==> config.mk <==
export PLATFORM = sky130hd
export DESIGN_NAME = accum_ctrl
export DESIGN_NICKNAME = d
export VERILOG_FILES = /design/src/rtl/accum_pkg.sv /design/src/rtl/accum_ctrl_add.sv /design/src/rtl/accum_ctrl.sv
export SDC_FILE = /design/constraint.sdc
export NUM_CORES = 1
export LEC_CHECK = 0
export ABC_CLOCK_PERIOD_IN_PS = 1900
export CAP_MARGIN = 30
export CELL_PAD_IN_SITES_DETAIL_PLACEMENT = 0
export CELL_PAD_IN_SITES_GLOBAL_PLACEMENT = 1
export CORE_MARGIN = 1
export CORE_UTILIZATION = 30
export CTS_BUF_LIST = sky130_fd_sc_hd__clkbuf_4
export CTS_CLUSTER_DIAMETER = 200
export DETAILED_ROUTE_END_ITERATION = 10
export PLACE_DENSITY = 0.67
export SYNTH_ARGS = -nofsm -noshare
export SYNTH_HDL_FRONTEND = slang
export SYNTH_SLANG_ARGS = --single-unit
==> constraint.sdc <==
create_clock -name Clk -period 1.9 [get_ports Clk]
set_input_delay 0.38 -clock Clk [delete_from_list [all_inputs] [get_ports Clk]]
set_output_delay 0.38 -clock Clk [all_outputs]
set_load 0.1 [all_outputs]
==> src/rtl/accum_pkg.sv <==
// Shared constants and state encoding for the sample accumulator.
// Latency: n/a (declarations only).
// Backpressure: n/a.
package accum_pkg;

    localparam int SAMPLE_W = 4;
    localparam int SUM_W    = 6;
    localparam int CNT_W    = 2;
    localparam int REM_W    = CNT_W + 1;

    typedef enum logic [1:0] {
        ST_IDLE  = 2'd0,
        ST_ACCUM = 2'd1,
        ST_DONE  = 2'd2
    } state_t;

endpackage

==> src/rtl/accum_ctrl_add.sv <==
// Zero-extending adder: sample plus running accumulator.
// Latency: combinational.
// Backpressure: none.
module Add
    import accum_pkg::*;
(
    input  logic [SAMPLE_W-1:0] LSC_In,
    input  logic [SUM_W-1:0]    Mul_In,
    output logic [SUM_W-1:0]    Add_Out
);

    // Four 4-bit samples top out at 60, so the 6-bit sum never wraps.
    assign Add_Out = {{(SUM_W-SAMPLE_W){1'b0}}, LSC_In} + Mul_In;

endmodule

==> src/rtl/accum_ctrl.sv <==
// Accumulates 1..4 unsigned samples per run and publishes the sum.
// Latency: Done_Out pulses the cycle after the final accepted sample.
// Backpressure: Ready_Out high only in ACCUM; Valid_In gaps stall the run.
module accum_ctrl
    import accum_pkg::*;
(
    input  logic                Clk,
    input  logic                Rst,
    input  logic                Start_In,
    input  logic [CNT_W-1:0]    Count_In,
    input  logic [SAMPLE_W-1:0] Data_In,
    input  logic                Valid_In,
    output logic                Ready_Out,
    output logic                Busy_Out,
    output logic [SUM_W-1:0]    Sum_Out,
    output logic                Done_Out
);

    state_t             state_q, state_nxt;
    logic [SUM_W-1:0]   acc_q, acc_nxt;
    logic [REM_W-1:0]   rem_q, rem_nxt;
    logic [SUM_W-1:0]   sum_q, sum_nxt;
    logic [SUM_W-1:0]   add_res;
    logic               beat;

    Add u_add (
        .LSC_In  (Data_In),
        .Mul_In  (acc_q),
        .Add_Out (add_res)
    );

    assign beat    = Valid_In & Ready_Out;
    assign Sum_Out = sum_q;

    // Next-state and register updates; status outputs decode the state only.
    always_comb begin
        state_nxt = state_q;
        acc_nxt   = acc_q;
        rem_nxt   = rem_q;
        sum_nxt   = sum_q;
        Ready_Out = 1'b0;
        Busy_Out  = 1'b0;
        Done_Out  = 1'b0;
        case (state_q)
            ST_IDLE: begin
                if (Start_In) begin
                    state_nxt = ST_ACCUM;
                    acc_nxt   = '0;
                    rem_nxt   = {1'b0, Count_In} + REM_W'(1);
                end
            end
            ST_ACCUM: begin
                Ready_Out = 1'b1;
                Busy_Out  = 1'b1;
                // Ready_Out is 1 here, so Valid_In alone marks a beat.
                if (Valid_In) begin
                    acc_nxt = add_res;
                    rem_nxt = rem_q - REM_W'(1);
                    if (rem_q == REM_W'(1)) begin
                        sum_nxt   = add_res;
                        state_nxt = ST_DONE;
                    end
                end
            end
            ST_DONE: begin
                Busy_Out  = 1'b1;
                Done_Out  = 1'b1;
                state_nxt = ST_IDLE;
            end
            default: begin
                state_nxt = ST_IDLE;
            end
        endcase
    end

    // All state in one register process; reset wins over start and beats.
    always_ff @(posedge Clk) begin
        if (Rst) begin
            state_q <= ST_IDLE;
            acc_q   <= '0;
            rem_q   <= '0;
            sum_q   <= '0;
        end else begin
            state_q <= state_nxt;
            acc_q   <= acc_nxt;
            rem_q   <= rem_nxt;
            sum_q   <= sum_nxt;
        end
    end

endmodule

## Word-level counts from Yosys, hierarchy flattened

Index checks and enable logic that the tools add are counted.

| word-level totals | value |
|---|---|
| register bits | 17 |
| bits in latches | 0 |
| bits in writable memories | 0 |
| bits in read-only memories | 0 |
| bits of input ports | 10 |
| output and inout port bits | 9 |
| logic and storage cells | 32 |
| memories kept | 0 |

| cells by class | value |
|---|---|
| $add $sub $neg | 3 |
| $mul | 0 |
| divide/modulo/power cells | 0 |
| $lt $le $gt $ge | 0 |
| equality and inequality tests | 6 |
| shifts and indexed selects | 0 |
| muxes and demuxes | 13 |
| bitwise gates (word level) | 0 |
| reduce and logical (&&, ||, !) cells | 6 |

Operators by type and width:

| cell | count |
|---|---|
| $mux W6 | 2 |
| $pmux W6 S2 | 1 |
| $reduce_and A3 Y1 | 3 |
| $add A4 B6 Y6 | 1 |
| $mux W2 | 3 |
| $mux W3 | 2 |
| $ne A2 B2 Y1 const B | 3 |
| $pmux W3 S2 | 1 |
| $pmux W2 S2 | 1 |
| $add A2 B1 Y3 const B | 1 |
| $eq A3 B1 Y1 const B | 1 |
| $mux W1 | 3 |
| $sub A3 B1 Y3 const B | 1 |
| $eq A2 B1 Y1 const B | 1 |
| $eq A2 B2 Y1 const B | 1 |
| $logic_not A2 Y1 | 1 |
| $reduce_bool A2 Y1 | 1 |
| $reduce_or A2 Y1 | 1 |

## Logic depth before layout (Yosys ltp)

Gate-level depths: netlist (run 1).

| depth | value |
|---|---|
| word-level depth | 4 |
| gate-level depth with buffers | 8 |
| depth with buffers taken out | 6 |

## By module

From an unflattened synthesis (run 1), not the netlist that was laid out.

| second synthesis, totals | value |
|---|---|
| cells, all modules | 110 |
| area, all modules | 1028.5 µm² |

By module, submodules not included:

| module | instances | cells an instance | area each (µm²) | sequential area each (µm²) |
|---|---|---|---|---|
| accum_ctrl | 1 | 92 | 859.6 | 340.3 |
| Add | 1 | 18 | 168.9 | 0.0 |

## Worst setup path before layout (run 1)

OpenSTA, ideal clock, no wires.

| path | value |
|---|---|
| kind | register -> register |
| start point | reg state_q[1] |
| end point | reg sum_q[5], in the netlist Sum_Out[5] |
| library setup time | 122 ps |
| arrival time | 2236 ps |
| required time | 1778 ps |
| slack | -458 ps |
| stages on the path, launching flop included | 8 |
| path buffers | 2 |
| clock period less this slack | 2358 ps |
| cells stage by stage | dfxtp_1 -> inv_1 -> ha_1 -> buf_6 -> inv_4 -> or2_1 -> buf_6 -> a311o_1 |

| on the way | value |
|---|---|
| cells in the longest elaborated chain, start to end | 2 |

RTL lines:

| what | RTL line | text |
|---|---|---|
| from (decl) | accum_ctrl.sv:19 | `state_t state_q, state_nxt;` |
| from (signal assigned) | accum_ctrl.sv:84 | `state_q <= state_nxt;` |
| $eq A2 B1 Y1 | accum_ctrl.sv:44 | `case (state_q)` |
| $reduce_and A3 Y1 (no line) | - |  |
| to (signal assigned) | accum_ctrl.sv:87 | `sum_q <= sum_nxt;` |
| to (decl) | accum_ctrl.sv:22 | `logic [SUM_W-1:0] sum_q, sum_nxt;` |

No other way between the ends.
A chain may end at the register's enable or synchronous reset.

## Worst setup path in the final report (run 1)

| path | value |
|---|---|
| start point | in Data_In[1] |
| end point | reg sum_q[5], in the netlist Sum_Out[5] |

| on the way | value |
|---|---|
| cells in the longest elaborated chain, start to end | 1 |

RTL lines:

| what | RTL line | text |
|---|---|---|
| from (decl) | accum_ctrl.sv:11 | `input logic [SAMPLE_W-1:0] Data_In,` |
| $add A4 B6 Y6 | accum_ctrl_add.sv:13 | `assign Add_Out = {{(SUM_W-SAMPLE_W){1'b0}}, LSC_In} + Mul_In;` |

No other way between the ends.

==> results by stage, run 1 <==
Run status:
- The run finished with clean final reports.

Drt:
- The first detailed-routing pass took 4 iterations.
- The detail route stage leaves a number of antenna-violating nets equal to 0.
- After detailed routing, the number of remaining DRC violations is 0.
- Across all layers, the routed design uses 908 vias.
- After the first detailed-routing iteration, the DRC count stood at 37.
- In the routed layout, each cell is associated on average with a via count of 4.80.
- Dividing the detail-routed wire length by the instance count gives 12.4 um.
- The final routed wirelength across all metal layers is 2.34 mm.

Final layout:
- In the layout the commonest cells are sky130_fd_sc_hd__buf_4, sky130_fd_sc_hd__dfxtp_1.
- Leaving out fill and tap cells, the most frequent cell in the layout is sky130_fd_sc_hd__buf_4.
- The layout-stage area growth over the synthesis result is 40.0%.
- The number of fillers in the final layout is 322.
- 0 antenna diodes ended up in the layout.
- Leaving out filler cells and counting taps, the final layout contains 189.
- At the end of the flow, the number of nets in the layout was 169.
- In the final layout, the share of cells above drive strength 1 is 26.9%.
- The utilization after layout is 45.4%.

Worst setup path:
- Counting both buffers and inverters, the worst setup path holds a total of 2.
- The arrival time of the worst setup path is 2.04 ns.
- The worst setup path is captured at a flop.
- The gate family responsible for the most delay along the worst path is compound AO/OA/AOI/OAI gates.
- The kind of critical path is in2reg.
- STA classifies the critical path startpoint as an input pin.
- The slowest stage of the critical path is the sky130_fd_sc_hd__clkdlybuf4s50_1 cell.
- The maximum single-stage delay on the critical path is 0.45 ns.
- Traced cell by cell, the critical path runs through clkdlybuf4s50_1, ha_1, a21o_1, a22oi_1, buf_4, nor4_4, a311o_1.
- In this run the worst path has a maximum fanout of 4.
- Data on the critical path is required at its endpoint by 2.10 ns.

Global route:
- The first global-routing pass estimated 3.92 mm of wire.
- The total global-route track usage is 14.8%.
- The via count of the first global-routing pass is 886.
- For this run the aggregate overflow at the end of global routing stands at 0.
- The initial antenna violation count is 0.
- The pin count of the biggest net entering global routing is 11.

CTS:
- The number of sinks driven by the clock tree is 17.
- In this run the number of H-tree levels came out at 1.
- Clock tree synthesis inserted a total of 3 buffers.
- The clock tree buffer depth is 2.
- The worst-skew pair later-pin latency is 0.30 ns.
- TritonCTS built the clock tree.
- In this run, post-CTS hold repair placed 0 buffers.
- The clock tree root driver cell is sky130_fd_sc_hd__clkbuf_4.
- Clock-pin slew was measured on the worst setup and hold paths at 0.11 ns.

STA:
- Setup total negative slack on the finished layout was measured at 0 ns.
- The number of hold violations in the final report is 0.
- The worst setup slack after layout is 0.0584 ns.
- On the final layout, the worst hold slack is 0.465 ns.
- The clock arrives with 0.0108 ns of skew.
- Of the available clock period, the critical path in the final layout requires 96.9%.
- The measured slew at the worst slew-check pin is 0.393 ns.
- The relative slew slack is 73.8%.
- The count of final setup violators is 0.
- The final max-slew violation count is 0.
- Timing would allow up to 543 MHz.
- The post-route minimum period is 1.84 ns.
- Setup repair after global routing left no endpoint under its margin.

Flow run:
- The reported max-cap violation count is 0.

Hold path:
- The type of the worst min-delay path is reg2reg.

Pwr:
- The leakage power figure is 0.617 nW.
- The power density over the cells is 1280 nW/um2.
- The peak ir drop on the vdd network is 0.922 mV.

Placed design:
- OpenSTA, run right after detailed placement, puts the worst setup slack at -0.341 ns.
- In this run the tool buffered the top-level ports with 18 buffer cells.
- Once detailed placement completed, the half-perimeter wirelength came to 1.77 mm.
- Counting tap cells, the placed design contains a total of 184 instances.
- The global placer's final weighted congestion is 0.728.

Logic synthesis:
- Sorting the synthesized cells by area gives the leading types as sky130_fd_sc_hd__dfxtp_1, sky130_fd_sc_hd__ha_1, sky130_fd_sc_hd__mux2i_1, sky130_fd_sc_hd__a21oi_1, sky130_fd_sc_hd__nand3_1.
- Yosys printed 0 warnings.
- Summed over all instances, the cell type with the most area after synthesis is sky130_fd_sc_hd__dfxtp_1.
- Synthesis inferred 17 register bits.
- The portion of the post-synthesis area used by sequential elements is 33.5%.
- The net count of the mapped netlist is 134.
- The area of the mapped netlist is 1010 um2.
- The average instance area after synthesis is 9.14 um2.
- Yosys mapped the design onto 37 distinct sky130hd cell types.
- The synthesized netlist cell count is 111.
- The share of the synthesized area in the top cell type is 33.5%.

Die:
- In this run the count of I/O pins placed on the die edge is 19.
- The horizontal extent of the die is 60.2 um.
- The vertical die dimension is 60.2 um.
- The number of cell rows is 20.
- The initial cell density of the core is 32.4%.
- After floorplanning, the core was sized to cover 3130 um2.
- The floorplan step defined a die boundary enclosing 3620 um2.
[worst register-to-register path: stages, from the launching register on]
cell,delay (ns)
sky130_fd_sc_hd__dfxtp_1,0.37
sky130_fd_sc_hd__inv_1,0.12
sky130_fd_sc_hd__ha_4,0.21
sky130_fd_sc_hd__inv_4,0.09
sky130_fd_sc_hd__or2_1,0.35
sky130_fd_sc_hd__and4bb_2,0.29
sky130_fd_sc_hd__a311o_1,0.26
[what timing repair did]
item,in CTS,in global routing
resized for setup,1,3
pin swaps,0,6
buffers inserted,0,1
endpoints found under the setup margin,2,3
[cell families after synthesis]
logic type,count (synthesis),synth area share (%)
simple gates,39,21.1
flops,17,33.5
xor+xnor,2,1.73
mux,6,6.04
buf+inv,11,5.80
compound gates,23,15.0
fa+ha+maj,13,16.8
[flip-flops by register name, summed over array words and instances, names as in the netlist]
name / count
Sum_Out: 6
acc_q: 6
rem_q: 3
state_q: 2
[power by group]
| part | leakage [nW] | internal (W) | switching (W) |
|---|---|---|---|
| clock network | 0.0177 | 0.0000784 | 0.000121 |
| logic | 0.461 | 0.000467 | 0.000681 |
| registers | 0.138 | 0.000417 | 0.0000541 |
| total | 0.617 | 0.000962 | 0.000856 |
[stage by stage]
step                total power (W)  area, um2
floorplan                   0.00123       1030
detailed placement          0.00161       1360
finish                      0.00182       1420
global route                0.00195       1420
CTS                         0.00183       1390
global placement            0.00160       1360
[metal layers]
metal,global-route usage (%),wire [um]
met1,18.6,1120
met2,24.2,1120
met3,3.90,79
met4,4.98,19
met5,0,0
[path summary, 6_finish.rpt]
path | startpoint | end | slack [ns] | depth (start not counted)
setup / recovery | Data_In[1] | Sum_Out[5] | 0.06 | 7
hold / removal | acc_q[0] | acc_q[0] | 0.47 | 2
setup reg to reg | state_q[1] | Sum_Out[5] | 0.12 | 6
hold reg to reg | acc_q[0] | acc_q[0] | 0.47 | 2
[cells in the mapped netlist (all sizes together)]
library cell and number:
mux2i 5, a221o 1, xor2 2, fa 1, and2 1, buf 2, mux2 1, a21oi 8
a31oi 2, a21o 3, and3 1, a311o 1, a22oi 1, o21ai 2, o41ai 1, nand3 7
o2bb2ai 1, nor4 2, nand3b 2, o31ai 1, clkbuf 3, nand2b 1, dfxtp 17, nor2b 1
and4bb 1, inv 6, or3 2, a21boi 1, or2 1, nor3 1, nor2 9, nor3b 1
ha 12, nand2 9, a211oi 1
[cell type report]
type,count,area (um2),share of cell area [%]
Sequential cell,17,340,24.0
Inverter,6,25.0,1.76
Timing Repair Buffer,35,323,22.7
Clock buffer,3,22.5,1.59
Tap cell,44,55.1,3.88
Multi-Input combinational cell,83,649,45.7
Clock inverter,1,5.00,0.352
Power figures use the tool's default switching activity.
==> run 2: changes to the inputs <==
Settings changed: ABC_AREA from default to 1.
==> run 2 against run 1 <==
Critical path depth shrank 4. Flip-flop and latch count stayed put. Largest power group unchanged. Maximum frequency is 8.8% higher. Sequential power is 1% lower. Non-clock buffer count decreased by 13. Final area down 4.2%. Global-route usage is 1.3 points lower. Routed wire length is 5.9% lower. Clock skew shrank 0.0087 ns. Combinational power increased by 9%. First-iteration DRC count is 68% lower. Cell count grew 6.3%.
==> results by stage, run 2 <==
STA:
- The measured slew at the worst slew-check pin was 0.280 ns (-0.114 ns).
- The worst setup slack after layout came to 0.207 ns (+0.149 ns).
- The final setup TNS is 0 ns (unchanged).
- The count of final setup violators is 0 (unchanged).
- The achievable clock frequency is 591 MHz (+8.8%).
- The share of the clock period used by the worst path after layout was 89.1% (-7.8 points).
- The final max-slew violation count is 0 (unchanged).
- The number of hold violations in the final report came to 0 (unchanged).
- Setup repair after global routing left no endpoint under its margin.
- The post-route minimum period was 1.69 ns (-0.149 ns).
- The clock tree skew after final layout was 0.00219 ns (-0.00865 ns).
- The relative slew slack is 81.3% (+7.5 points).

CTS:
- The number of buffers created by CTS is 3 (unchanged).
- The number of sinks driven by the clock tree is 17 (unchanged).
- The clock tree buffer depth is 2 (unchanged).
- The total of cells resized after clock tree synthesis is 0 (-1).
- TritonCTS built the clock tree.
- The depth of the CTS H-tree was 1 (unchanged).
- The clock transition at the registers of the reported paths is 0.11 ns (about the same).
- The number of buffers added to fix hold violations after cts came to 0 (unchanged).
- The worst-skew pair later-pin latency came to 0.31 ns (about the same).
- The total setup buffers inserted after CTS is 0 (unchanged).
- The clock tree root driver cell is sky130_fd_sc_hd__clkbuf_4.

Final layout:
- The utilization after layout came to 40.1% (-5.3 points).
- The number of diodes added for antenna fixing is 0 (unchanged).
- The total non-filler cell area in the finished layout is 1360 um2 (-4.2%).
- The most common cell after layout, fill and taps aside is sky130_fd_sc_hd__nand2_1.
- Relative to the synthesized area, the layout overhead comes to 26.2%.
- The proportion of layout cells with a drive suffix above 1 came to 26.5% (-0.44 points).
- The net count of the finished layout is 179 (+5.9%).
- The number of fillers in the final layout is 353 (+9.6%).
- In the layout the commonest cells are sky130_fd_sc_hd__nand2_1, sky130_fd_sc_hd__dfxtp_1, sky130_fd_sc_hd__inv_1.
- The area of the multi-input gates was 641 um2 (-1.3%).
- The total area of sequential cells is 340 um2 (unchanged).

Logic synthesis:
- After synthesis, the cell types taking the most area are sky130_fd_sc_hd__dfxtp_1, sky130_fd_sc_hd__ha_1, sky130_fd_sc_hd__nand2_1, sky130_fd_sc_hd__a21oi_2, sky130_fd_sc_hd__inv_1.
- The area of the mapped netlist was 1080 um2 (+6.2%).
- The synthesized netlist cell count is 132 (+19%).
- The commonest cells after synthesis are sky130_fd_sc_hd__nand2_1, sky130_fd_sc_hd__dfxtp_1, sky130_fd_sc_hd__inv_1.
- The number of enable-type register cells in the synthesized netlist is 0 (unchanged).
- The net count of the mapped netlist is 155 (+16%).
- The number of register bits inferred by synthesis is 17 (unchanged).
- The count of different cell masters after synthesis was 24 (-35%).
- Among all cell types in the netlist, the one instantiated most often is sky130_fd_sc_hd__nand2_1.
- sky130_fd_sc_hd__dfxtp_1 takes more of the synthesized area than any other cell.
- The number of warning messages in the yosys log is 0 (unchanged).
- The average instance area after synthesis is 8.16 um2 (-11%).
- The fraction of synthesis flops using an asynchronous set or reset pin was 0% (unchanged).
- The share of the synthesized area in the top cell type is 31.6% (-1.9 points).
- The portion of the post-synthesis area used by sequential elements is 31.6% (-1.9 points).
- The prevailing post-synth register cell is sky130_fd_sc_hd__dfxtp_1.

Drt:
- The post-detailed-route count of antenna-violating nets came to 0 (unchanged).
- The first-pass iteration count of the detailed router came to 2 (-2).
- The number of vias after detailed routing is 901 (-0.77%).
- The mean number of vias per cell is 4.48 (-6.7%).
- The mean routed wirelength per cell came to 11.0 um (-11%).
- The residual DRC count is 0 (unchanged).
- The final routed wirelength across all metal layers is 2.20 mm (-5.9%).
- The DRC violation total after the first TritonRoute iteration was 12 (-68%).

Global route:
- The first-pass GRT wire length was 3.54 mm (-9.7%).
- The total global-route track usage came to 13.4% (-1.3 points).
- The total overflow reported by the global router is 0 (unchanged).
- The via count of the first global-routing pass was 803 (-9.4%).
- The initial antenna violation count is 0 (unchanged).
- The pin count of the biggest net entering global routing is 11 (unchanged).

Flow run:
- The reported max-cap violation count is 0 (unchanged).

Hold path:
- The path class of the tightest hold or removal check is reg2reg.
- The cell count of the worst hold path is 2 (unchanged).

Worst setup path:
- Traced cell by cell, the critical path runs through inv_1, ha_1, buf_12.
- The logic depth of the worst register-to-register path is 9 (+3).
- The worst setup path is captured at an output port.
- The highest fanout seen on the critical path was 4 (unchanged).
- The arrival time of the worst setup path is 1.31 ns (-0.73 ns).
- The required time at the worst-slack endpoint is 1.52 ns (-0.58 ns).
- The kind of critical path is reg2out.
- The nature of the critical path startpoint is a flop.
- Among all stages on the critical path, the largest delay is contributed by sky130_fd_sc_hd__dfxtp_1.
- The maximum single-stage delay on the critical path is 0.39 ns (-0.06 ns).

Pwr:
- The power density over the cells is 1420 nW/um2 (+11%).
- The peak ir drop on the vdd network came to 0.566 mV (-39%).
- The leakage power figure is 0.603 nW (-2.3%).

Die:
- The number of placed I/O pins is 19 (unchanged).
- The die footprint was 3830 um2 (+6.0%).
- The core area is 3390 um2 (+8.4%).
- The initial cell density of the core is 31.8% (-0.66 points).
- The vertical die dimension was 61.9 um (+2.9%).
- The number of cell rows came to 21 (+5.0%).
- The horizontal extent of the die is 61.9 um (+2.9%).

Placed design:
- The number of buffers inserted by port buffering is 18 (unchanged).
- The half-perimeter wire length after detailed placement was 1.72 mm (-2.6%).
- The area of placed instances is 1330 um2 (-2.3%).
- The global placer's final weighted congestion is 0.767 (+5.5%).
- The pre-CTS setup slack is -0.105 ns (+0.236 ns).

Run status:
- The run finished with clean final reports.
## run 2: cell families after synthesis
kind of cell    Yosys count  share of synthesized area (%)
simple gates             51                           24.2
compound gates           28                           16.8
buf+inv                  20                           9.17
flops                    17                           31.6
fa+ha+maj                13                           15.8
xor+xnor                  3                           2.44
## run 2: path summary, 6_finish.rpt
check	from	endpoint	slack, ns
setup / recovery	state_q[0]	Busy_Out	0.21
hold / removal	Sum_Out[0]	Sum_Out[0]	0.48
setup reg to reg	state_q[1]	acc_q[5]	0.30
hold reg to reg	Sum_Out[0]	Sum_Out[0]	0.48
## run 2: worst max-delay path: cells and delay by family, from the launching register on
| kind | cells | cell delay, ns |
|---|---|---|
| buf+inv | 2 | 0.28 |
| fa+ha+maj | 1 | 0.34 |
| flops | 1 | 0.39 |
## run 2: cell type report
class,count,area share [%]
Sequential cell,17,25.0
Multi-Input combinational cell,95,47.1
Tap cell,46,4.23
Clock buffer,3,1.66
Timing Repair Buffer,22,16.6
Clock inverter,1,0.368
Inverter,17,5.06
## run 2: power breakdown
part	switching [W]	internal, W
clock	0.000129	0.0000788
sequential	0.0000399	0.000424
combinational	0.000830	0.000424
total	0.00100	0.000927
## run 2: per-stage QoR
stage | hold WS [ns] | instances | power [W]
after detailed placement | 0.461 | 197 | 0.00175
after global routing | 0.506 | 201 | 0.00205
after CTS | 0.479 | 201 | 0.00196
after global placement | 0.462 | 197 | 0.00172
final | 0.476 | 201 | 0.00193
after floorplan | 0.454 | 132 | 0.00143
## run 2: layer usage
metal	vias to the layer above	global-route usage (%)	part of all wire (%)
met5	-	0	0
met1	412	15.7	47
met2	12	21.0	46
met4	0	8.57	2.4
li1	472	-	-
met3	5	4.55	3.8
==> patch: new RTL, settings of run 2 <==
Set the package constant `SAMPLE_W` to 5 (it was 4).
--- a/src/rtl/accum_pkg.sv
+++ b/src/rtl/accum_pkg.sv
@@ -4,5 +4,5 @@
 package accum_pkg;
 
-    localparam int SAMPLE_W = 4;
+    localparam int SAMPLE_W = 5;
     localparam int SUM_W    = 6;
     localparam int CNT_W    = 2;
Ports: changed (resized Data_In); port bits go from 19 to 20. No check against the original RTL was run, so the function may have changed too.
==> patch against run 2 <==
  * First-iteration DRC count rose to 3.8 times the old value
  * Wire length decreased by 4.4%
  * Worst setup slack worse by 0.036 ns
  * Worst hold slack worse by 0.0012 ns
  * Die area fell by 3.8%
  * Sequential cell count did not move
  * Synthesized area is 3.9% lower
  * Register-to-register slack lost 0.06 ns
  * Final cell count down 0.50%
  * Power down 3.1%
  * Combinational power fell by 5%
  * Cell area fell by 2.8%
  * Clock skew grew 0.0014 ns
  * Largest cell class unchanged
==> patch: results <==
<?xml version="1.0" encoding="UTF-8"?>
<metrics>
  <group name="outcome">
    <metric name="outcome" unit="">complete, no violations</metric>
  </group>
  <group name="floorplan">
    <metric name="std_cell_rows" unit="">20</metric>
  </group>
  <group name="detailed_routing">
    <metric name="postRouteWirelength" unit="um">2104</metric>
    <metric name="drt_pre_antenna_iters" unit="">4</metric>
    <metric name="route.top_layer_used" unit="">met3</metric>
    <metric name="detailroute.wirelength.met2" unit="um">989</metric>
    <metric name="route.detailed.vias_per_inst" unit="">4.440</metric>
    <metric name="met3RoutedLength" unit="um">95</metric>
    <metric name="initialDrtViolationCount" unit="">46</metric>
  </group>
  <group name="pwr">
    <metric name="irDropWorstVdd" unit="mV">1.116</metric>
    <metric name="p_leak" unit="nW">0.6087</metric>
  </group>
  <group name="layout">
    <metric name="post_route_cells_drive_above_1_share" unit="">0.1667</metric>
    <metric name="multi_input_comb_cells" unit="">96</metric>
    <metric name="clkCellAreaFrac" unit="">0.02271</metric>
    <metric name="fraction_of_cell_area_in_non_clock_buffers" unit="">0.1722</metric>
    <metric name="layout.cells.non_filler" unit="">200</metric>
    <metric name="clkbuf_count" unit="">4</metric>
  </group>
  <group name="setup_path">
    <metric name="timing.critical_path.from" unit="">Data_In[0]</metric>
    <metric name="worst-endpoint-arrival" unit="ns">1.95</metric>
    <metric name="crit_fanout" unit="">2</metric>
    <metric name="reg2reg_depth" unit="">8</metric>
    <metric name="worst-r2r-setup-slack" unit="ns">0.24</metric>
    <metric name="kind_of_cell_adding_the_most_delay_to_the_critical_path" unit="">adder cells</metric>
    <metric name="crit_slowest_cell" unit="">fa_1</metric>
    <metric name="worstSetupEndpoint" unit="">acc_q[4]</metric>
    <metric name="critical-path-max-stage-delay" unit="ns">0.41</metric>
  </group>
  <group name="global_route">
    <metric name="first_global_vias" unit="">849</metric>
    <metric name="grt_util_all_layers" unit="">0.1287</metric>
    <metric name="use_met2" unit="">0.2292</metric>
    <metric name="first_pass_grt_wire_length" unit="um">3532</metric>
    <metric name="grt_start_max_net_pins" unit="">10</metric>
  </group>
  <group name="place">
    <metric name="dp_slack" unit="ns">-0.1294</metric>
    <metric name="io_buffer_count" unit="">19</metric>
    <metric name="place_hpwl" unit="um">1725</metric>
  </group>
  <group name="yosys">
    <metric name="synth_cell_type_count" unit="">23</metric>
    <metric name="post_synth_inst_count" unit="">133</metric>
    <metric name="synth_top_cells_by_count" unit="">nand2_1 (34), dfxtp_1 (17), a21oi_1 (15), inv_1 (15), ha_1 (13)</metric>
    <metric name="synth_sequential_area_ratio" unit="">0.3289</metric>
    <metric name="syn-num-nets" unit="">158</metric>
  </group>
  <group name="timing">
    <metric name="worstMarginPinSlew" unit="ns">0.2697</metric>
  </group>
  <group name="cts">
    <metric name="clk-insertion-delay-late" unit="ns">0.29</metric>
  </group>
</metrics>
## patch: changes by cell type after synthesis, sizes merged
cell and delta:
nand2 -1, a21oi +1, ha +1
## patch: cell families after synthesis
group / synth area share
AO/OA/AOI/OAI: 0.1511
buffers and inverters: 0.09310
AND/OR/NAND/NOR: 0.2249
adder cells (fa/ha/maj): 0.1765
XOR/XNOR: 0.02540
flip-flops: 0.3289
## patch: power by group
group / internal, mW / leakage [nW] / switching (mW) / total [mW]
logic: 0.405 / 0.452 / 0.787 / 1.19
clock network: 0.0958 / 0.0184 / 0.112 / 0.208
registers: 0.428 / 0.138 / 0.0396 / 0.468
## patch: worst min-delay path by stage
stage                            end  slack, ns  cells past startpoint
after detailed placement  Sum_Out[1]       0.47                      2
after global routing        acc_q[2]       0.50                      2
final                     Sum_Out[1]       0.47                      2
after floorplan             acc_q[0]       0.45                      2
after global placement    Sum_Out[0]       0.45                      2
after CTS                 Sum_Out[1]       0.48                      2
